--- src/rtl/bus_seq_pkg.sv ---
// Shared encodings for the expansion-bus direction sequencer: FSM states,
// the direction-request polarity and the turnaround counter width.
package bus_seq_pkg;

  typedef enum logic [1:0] {
    ST_HIZ   = 2'b00,
    ST_T2D   = 2'b01,
    ST_DRIVE = 2'b10,
    ST_T2H   = 2'b11
  } dir_state_e;

  localparam logic DIR_DRIVE = 1'b0;
  localparam int   TURN_W    = 8;

  // Snapshots are only taken when the bus direction is settled.
  function automatic logic is_settled(input dir_state_e st);
    return (st == ST_HIZ) || (st == ST_DRIVE);
  endfunction

endpackage

--- src/rtl/sync_bit.sv ---
// Multi-flop synchroniser for a single level signal crossing into the local
// clock domain. The reset value is chosen per use so the idle level is safe.
module sync_bit #(
  parameter int   STAGES    = 2,
  parameter logic RESET_VAL = 1'b0
) (
  input  logic clk_i,
  input  logic rst_ni,
  input  logic d_i,
  output logic q_o
);

  logic [STAGES-1:0] sync_q;

  if (STAGES < 2) begin : g_bad_stages
    $error("sync_bit: STAGES must be at least 2");
  end

  always_ff @(posedge clk_i or negedge rst_ni) begin
    if (!rst_ni) begin
      sync_q <= {STAGES{RESET_VAL}};
    end else begin
      sync_q <= {sync_q[STAGES-2:0], d_i};
    end
  end

  assign q_o = sync_q[STAGES-1];

endmodule

--- src/rtl/bus_dir_sequencer.sv ---
// Direction sequencer for one bidirectional expansion bus: owns the output
// enable, inserts dead-time turnarounds, and captures host-triggered snapshots.
module bus_dir_sequencer
  import bus_seq_pkg::*;
#(
  parameter int BUS_W       = 36,
  parameter int TURN_CYC    = 16,
  parameter int SYNC_STAGES = 2
) (
  input  logic             clk1,
  input  logic             reset_n,
  input  logic             dir_req,
  input  logic [BUS_W-1:0] drive_data,
  input  logic [BUS_W-1:0] bus_in,
  input  logic             snap_trig,
  output logic             drive_en,
  output logic [BUS_W-1:0] bus_out,
  output logic [BUS_W-1:0] snap_data,
  output logic             snap_valid,
  output logic [15:0]      snap_count,
  output logic             snap_drop,
  output logic             busy,
  output logic [1:0]       dir_state
);

  if (TURN_CYC < 1 || TURN_CYC > 255) begin : g_bad_turn
    $error("bus_dir_sequencer: TURN_CYC must be in 1..255");
  end
  if (SYNC_STAGES < 2) begin : g_bad_sync
    $error("bus_dir_sequencer: SYNC_STAGES must be at least 2");
  end

  localparam logic [TURN_W-1:0] TURN_LOAD = TURN_W'(TURN_CYC - 1);
  localparam logic [TURN_W-1:0] CNT_ONE   = TURN_W'(1);

  logic              dreq_s;
  dir_state_e        state_q;
  logic [TURN_W-1:0] cnt_q;
  logic              drive_en_q;
  logic              busy_q;
  logic [BUS_W-1:0]  bus_out_q;
  logic [BUS_W-1:0]  bin_q;

  logic              settled;
  logic              capture;
  logic              pending_q,    pending_d;
  logic              snap_drop_q,  snap_drop_d;
  logic [BUS_W-1:0]  snap_data_q,  snap_data_d;
  logic [15:0]       snap_count_q, snap_count_d;
  logic              snap_valid_q;

  // Synchroniser idles at 1 so the bus stays released until the host asks.
  sync_bit #(
    .STAGES   (SYNC_STAGES),
    .RESET_VAL(1'b1)
  ) u_dreq_sync (
    .clk_i (clk1),
    .rst_ni(reset_n),
    .d_i   (dir_req),
    .q_o   (dreq_s)
  );

  // ---- direction FSM, turnaround counter and registered enables ----
  always_ff @(posedge clk1 or negedge reset_n) begin
    if (!reset_n) begin
      state_q    <= ST_HIZ;
      cnt_q      <= '0;
      drive_en_q <= 1'b0;
      busy_q     <= 1'b0;
    end else begin
      case (state_q)
        ST_HIZ: begin
          if (dreq_s == DIR_DRIVE) begin
            state_q <= ST_T2D;
            cnt_q   <= TURN_LOAD;
            busy_q  <= 1'b1;
          end
        end
        ST_T2D: begin
          // Abandoning the turn toward drive is safe: the bus was never driven.
          if (dreq_s != DIR_DRIVE) begin
            state_q <= ST_HIZ;
            cnt_q   <= '0;
            busy_q  <= 1'b0;
          end else if (cnt_q == '0) begin
            state_q    <= ST_DRIVE;
            drive_en_q <= 1'b1;
            busy_q     <= 1'b0;
          end else begin
            cnt_q <= cnt_q - CNT_ONE;
          end
        end
        ST_DRIVE: begin
          if (dreq_s != DIR_DRIVE) begin
            state_q    <= ST_T2H;
            cnt_q      <= TURN_LOAD;
            drive_en_q <= 1'b0;
            busy_q     <= 1'b1;
          end
        end
        ST_T2H: begin
          // Release turnaround never aborts; a new request is handled from HIZ.
          if (cnt_q == '0) begin
            state_q <= ST_HIZ;
            busy_q  <= 1'b0;
          end else begin
            cnt_q <= cnt_q - CNT_ONE;
          end
        end
        default: begin
          state_q    <= ST_HIZ;
          cnt_q      <= '0;
          drive_en_q <= 1'b0;
          busy_q     <= 1'b0;
        end
      endcase
    end
  end

  // ---- bus input/output registers ----
  always_ff @(posedge clk1 or negedge reset_n) begin
    if (!reset_n) begin
      bus_out_q <= '0;
      bin_q     <= '0;
    end else begin
      bus_out_q <= drive_data;
      bin_q     <= bus_in;
    end
  end

  // ---- snapshot request / capture next-state ----
  always_comb begin
    settled      = is_settled(state_q);
    capture      = settled && (snap_trig || pending_q);
    pending_d    = pending_q;
    snap_drop_d  = snap_drop_q;
    snap_data_d  = snap_data_q;
    snap_count_d = snap_count_q;

    if (settled) begin
      // A trigger arriving with a completing capture is queued, not dropped.
      pending_d = pending_q && snap_trig;
    end else begin
      pending_d = pending_q || snap_trig;
      if (pending_q && snap_trig) begin
        snap_drop_d = 1'b1;
      end
    end

    if (capture) begin
      snap_data_d  = (state_q == ST_DRIVE) ? bus_out_q : bin_q;
      snap_count_d = snap_count_q + 16'd1;
    end
  end

  // ---- snapshot registers ----
  always_ff @(posedge clk1 or negedge reset_n) begin
    if (!reset_n) begin
      pending_q    <= 1'b0;
      snap_drop_q  <= 1'b0;
      snap_data_q  <= '0;
      snap_count_q <= '0;
      snap_valid_q <= 1'b0;
    end else begin
      pending_q    <= pending_d;
      snap_drop_q  <= snap_drop_d;
      snap_data_q  <= snap_data_d;
      snap_count_q <= snap_count_d;
      snap_valid_q <= capture;
    end
  end

  assign drive_en   = drive_en_q;
  assign bus_out    = bus_out_q;
  assign snap_data  = snap_data_q;
  assign snap_valid = snap_valid_q;
  assign snap_count = snap_count_q;
  assign snap_drop  = snap_drop_q;
  assign busy       = busy_q;
  assign dir_state  = state_q;

endmodule

--- config.mk ---
export PLATFORM = sky130hd
export DESIGN_NAME = bus_dir_sequencer
export DESIGN_NICKNAME = d
export VERILOG_FILES = /design/src/rtl/bus_seq_pkg.sv /design/src/rtl/sync_bit.sv /design/src/rtl/bus_dir_sequencer.sv
export SDC_FILE = /design/constraint.sdc
export NUM_CORES = 1
export LEC_CHECK = 0
export BUFFER_PORTS_ARGS = -buffer_cell sky130_fd_sc_hd__buf_2
export CAP_MARGIN = 15
export CORE_AREA = 2 2 132 134
export CTS_CLUSTER_SIZE = 25
export DETAILED_ROUTE_END_ITERATION = 7
export DIE_AREA = 0 0 134 136
export PLACE_DENSITY = 0.56
export RECOVER_POWER = 50
export SLEW_MARGIN = 20
export SYNTH_ARGS = -nofsm -noshare
export SYNTH_HDL_FRONTEND = slang
export SYNTH_SLANG_ARGS = --single-unit
--- constraint.sdc ---
create_clock -name clk1 -period 1.7 [get_ports clk1]
set_input_delay 0.085 -clock clk1 [delete_from_list [all_inputs] [get_ports clk1]]
set_output_delay 0.085 -clock clk1 [all_outputs]
set_load 0.01 [all_outputs]
==> out/summary.txt <==
Worst slack at placement: 0.0368 ns
Outcome: completed
Clock tree buffer depth: 2
Die footprint: 18,200 µm²
Final TNS setup: 0 ns
Setup violators final: 0
Cell accounting for the most synthesized area: sky130_fd_sc_hd__dfrtp_1
Class of the tightest hold or removal check: primary input to register
Top-count cell post-synth: sky130_fd_sc_hd__dfrtp_1
Sequential fraction of the synthesis area: 0.713
Pin count of the biggest net entering global routing: 61
Post-route cell area: 7470 µm²
Drt wl/cell: 14.4 µm
Post-detailed-placement half-perimeter wirelength: 8100 µm
1st-pass router iterations: 4
Worst relative slew slack: 0.353
Via Count: 3,936
Drc violations: 0
Antenna violations before repair: 0
Met1 Wirelength: 5100 µm
Fmax: 633 MHz
Number of pins exceeding their max-slew limit in the final report: 0
Initial drt markers: 141
Async set-or-reset flop fraction in the synthesized netlist: 1.00
Sink count of the clock tree: 141
Unrepaired setup endpoints after global routing: no
Primary flip-flop cell chosen by synthesis mapping: sky130_fd_sc_hd__dfrtp_1
Number of hold violations in the final report: 0
Met3 routed wirelength: 787 µm
Leakage power: 3.56 nW
Top layer used by detailed routing: met4
Number of port buffers: 169
Count of flip-flops with a built-in enable after synthesis: 0
Cell types with the largest area share after synthesis: sky130_fd_sc_hd__dfrtp_1 70%, sky130_fd_sc_hd__o22ai_1 4.5%, sky130_fd_sc_hd__nand2_1 3.8%
Die height: 136 µm
Worst-Margin Slew: 0.970 ns
DRT antenna net count: 0
Synthesized flop and latch total: 141
Gp weighted congestion: 0.795
Routed wire length: 12,600 µm
Final net count: 720
Share of post-route cells with drive strength above 1: 0.352
Area growth from synthesis to layout: 50.9%
CTS buffer count: 17
Syn Nets: 461
Endpoint required time on the critical path: 2.00 ns
Effective utilization at floorplan: 0.293
Vias/cell: 4.48
Antenna Cells: 0
Type of destination of the critical path: register
Latest clock arrival within the worst-skew pair: 0.42 ns
Routed wl met2: 6560 µm
TritonCTS clock tree: yes
Placed Area: 6110 µm²
Area share of the leading cell type in the synthesized netlist: 0.702
Avg Inst Size Synth: 13.0 µm²
GRT Residual Overflow: 0
Post-synthesis instance area: 4950 µm²
Data arrival time of the worst path: 1.88 ns
Core Rows: 48
Buffer cell driving the clock tree root: sky130_fd_sc_hd__clkbuf_16
Peak supply drop: 690 µV
Largest fanout of any net on the critical path: 4
Unique cell type count in the Yosys netlist: 39
Post-route minimum period: 1.58 ns
Period utilisation layout: 0.929
CP Class: register to register
Number of global-route vias before repair: 4,091
CTS HTree Levels: 4
Final Skew: 0.00814 ns
Wire length of the first global-routing pass: 20,500 µm
Leading post-synthesis cells by instance count: 139 x sky130_fd_sc_hd__dfrtp_1, 50 x sky130_fd_sc_hd__nand2_1, 36 x sky130_fd_sc_hd__o21ai_0, 36 x sky130_fd_sc_hd__o22ai_1, 13 x sky130_fd_sc_hd__a21oi_1
Clock transition time at the flip-flop clock pins of the worst setup and hold paths: 0.06 ns
Width of the die: 134 µm
Count of warnings emitted by yosys: 0
Type of origin of the critical path: register
Power density over the cells: 1560 nW/µm²
Number of ports placed on the die boundary: 170
Placeable core region: 16,900 µm²
# Max-Cap Violations: 0
Final worst-path setup slack: 0.120 ns
Synth Instances: 382
Global Route Usage Sum: 0.145
==> final cells by class <==
cell class                      count  area [µm²]
Clock buffer                       23         468
Clock inverter                      9         115
Fill cell                        1554        9410
Inverter                            8        30.0
Multi-Input combinational cell    216        1320
Sequential cell                   141        3530
Tap cell                          225         282
Timing Repair Buffer              257        1720
==> per-layer routing <==
layer,vias up,track usage
li1,1863,-
met1,1936,0.167
met2,121,0.250
met3,16,0.0537
met4,0,0.0491
met5,-,0
==> path summary, 6_finish.rpt <==
check	to	start	depth (start not counted)	slack [ns]
worst max register to register	cnt_q[2]$_DFFE_PN0P_	cnt_q[1]$_DFFE_PN0P_	7	0.12
max in group asynchronous	snap_data[6]$_DFFE_PN0P_	reset_n	3	0.40
min in group asynchronous	snap_data[2]$_DFFE_PN0P_	reset_n	2	0.39
worst min-delay path	bin_q[18]$_DFF_PN0_	bus_in[18]	2	0.30
worst min register to register	u_dreq_sync.sync_q[1]$_DFF_PN1_	u_dreq_sync.sync_q[0]$_DFF_PN1_	0	0.36
worst max-delay path	cnt_q[2]$_DFFE_PN0P_	cnt_q[1]$_DFFE_PN0P_	7	0.12
==> report_power, final <==
part / internal, mW / switching, mW / leakage, nW
sequential: 4.10 / 0.557 / 1.69
combinational: 1.41 / 1.93 / 1.58
clock: 2.25 / 1.41 / 0.278
total: 7.76 / 3.90 / 3.56
==> registers in the layout, indices dropped and copies added (netlist names), named ones only <==
signal and flops:
snap_count 16, cnt_q 8, bus_out 36, busy 1, drive_en 1, u_dreq_sync.sync_q 2, pending_q 1, snap_drop 1
snap_valid 1, bin_q 36, snap_data 36, dir_state 1
==> cells by family after synthesis <==
kind of cell	synth area share
compound gates	0.122
flops	0.713
buf+inv	0.0240
fa+ha+maj	0.00960
simple gates	0.102
xor+xnor	0.0301
==> cells in the final DEF, fill, tap and decap left out, types with 8 or more instances in the layout <==
cell type / n
sky130_fd_sc_hd__xnor2_1: 9
sky130_fd_sc_hd__buf_4: 10
sky130_fd_sc_hd__nand3_1: 8
sky130_fd_sc_hd__o21ai_0: 36
sky130_fd_sc_hd__a21oi_1: 13
sky130_fd_sc_hd__buf_2: 166
sky130_fd_sc_hd__xor2_1: 8
sky130_fd_sc_hd__o22ai_1: 36
sky130_fd_sc_hd__dlygate4sd3_1: 75
sky130_fd_sc_hd__dfrtp_1: 139
sky130_fd_sc_hd__nand2_1: 49
sky130_fd_sc_hd__clkbuf_16: 17
==> stage by stage <==
step | utilization | total power, mW | std cells | hold slack, ns
final | 0.443 | 11.7 | 879 | 0.298
after detailed placement | 0.362 | 7.88 | 768 | 0.0205
after floorplan | - | 6.53 | 382 | -0.211
after global routing | 0.443 | 12.4 | 879 | 0.289
after global placement | 0.362 | 7.77 | 768 | 0.0178
after CTS | 0.441 | 11.7 | 875 | 0.158
==> repair_timing <==
action	4_1_cts	5_1_grt
hold endpoints to repair	216	0
hold buffers	75	0
buffers inserted	0	4
setup endpoints to repair	1	4
pin swaps	0	2
resized for setup	1	3
==> critical path, cell delays in order, from the launching register on <==
cell and delay, ns:
sky130_fd_sc_hd__dfrtp_1 0.42, sky130_fd_sc_hd__inv_2 0.08, sky130_fd_sc_hd__ha_1 0.14, sky130_fd_sc_hd__nor4b_4 0.32, sky130_fd_sc_hd__nand2_2 0.14, sky130_fd_sc_hd__buf_4 0.17
sky130_fd_sc_hd__a21oi_1 0.14, sky130_fd_sc_hd__nor3_1 0.06
Power figures use the tool's default switching activity.
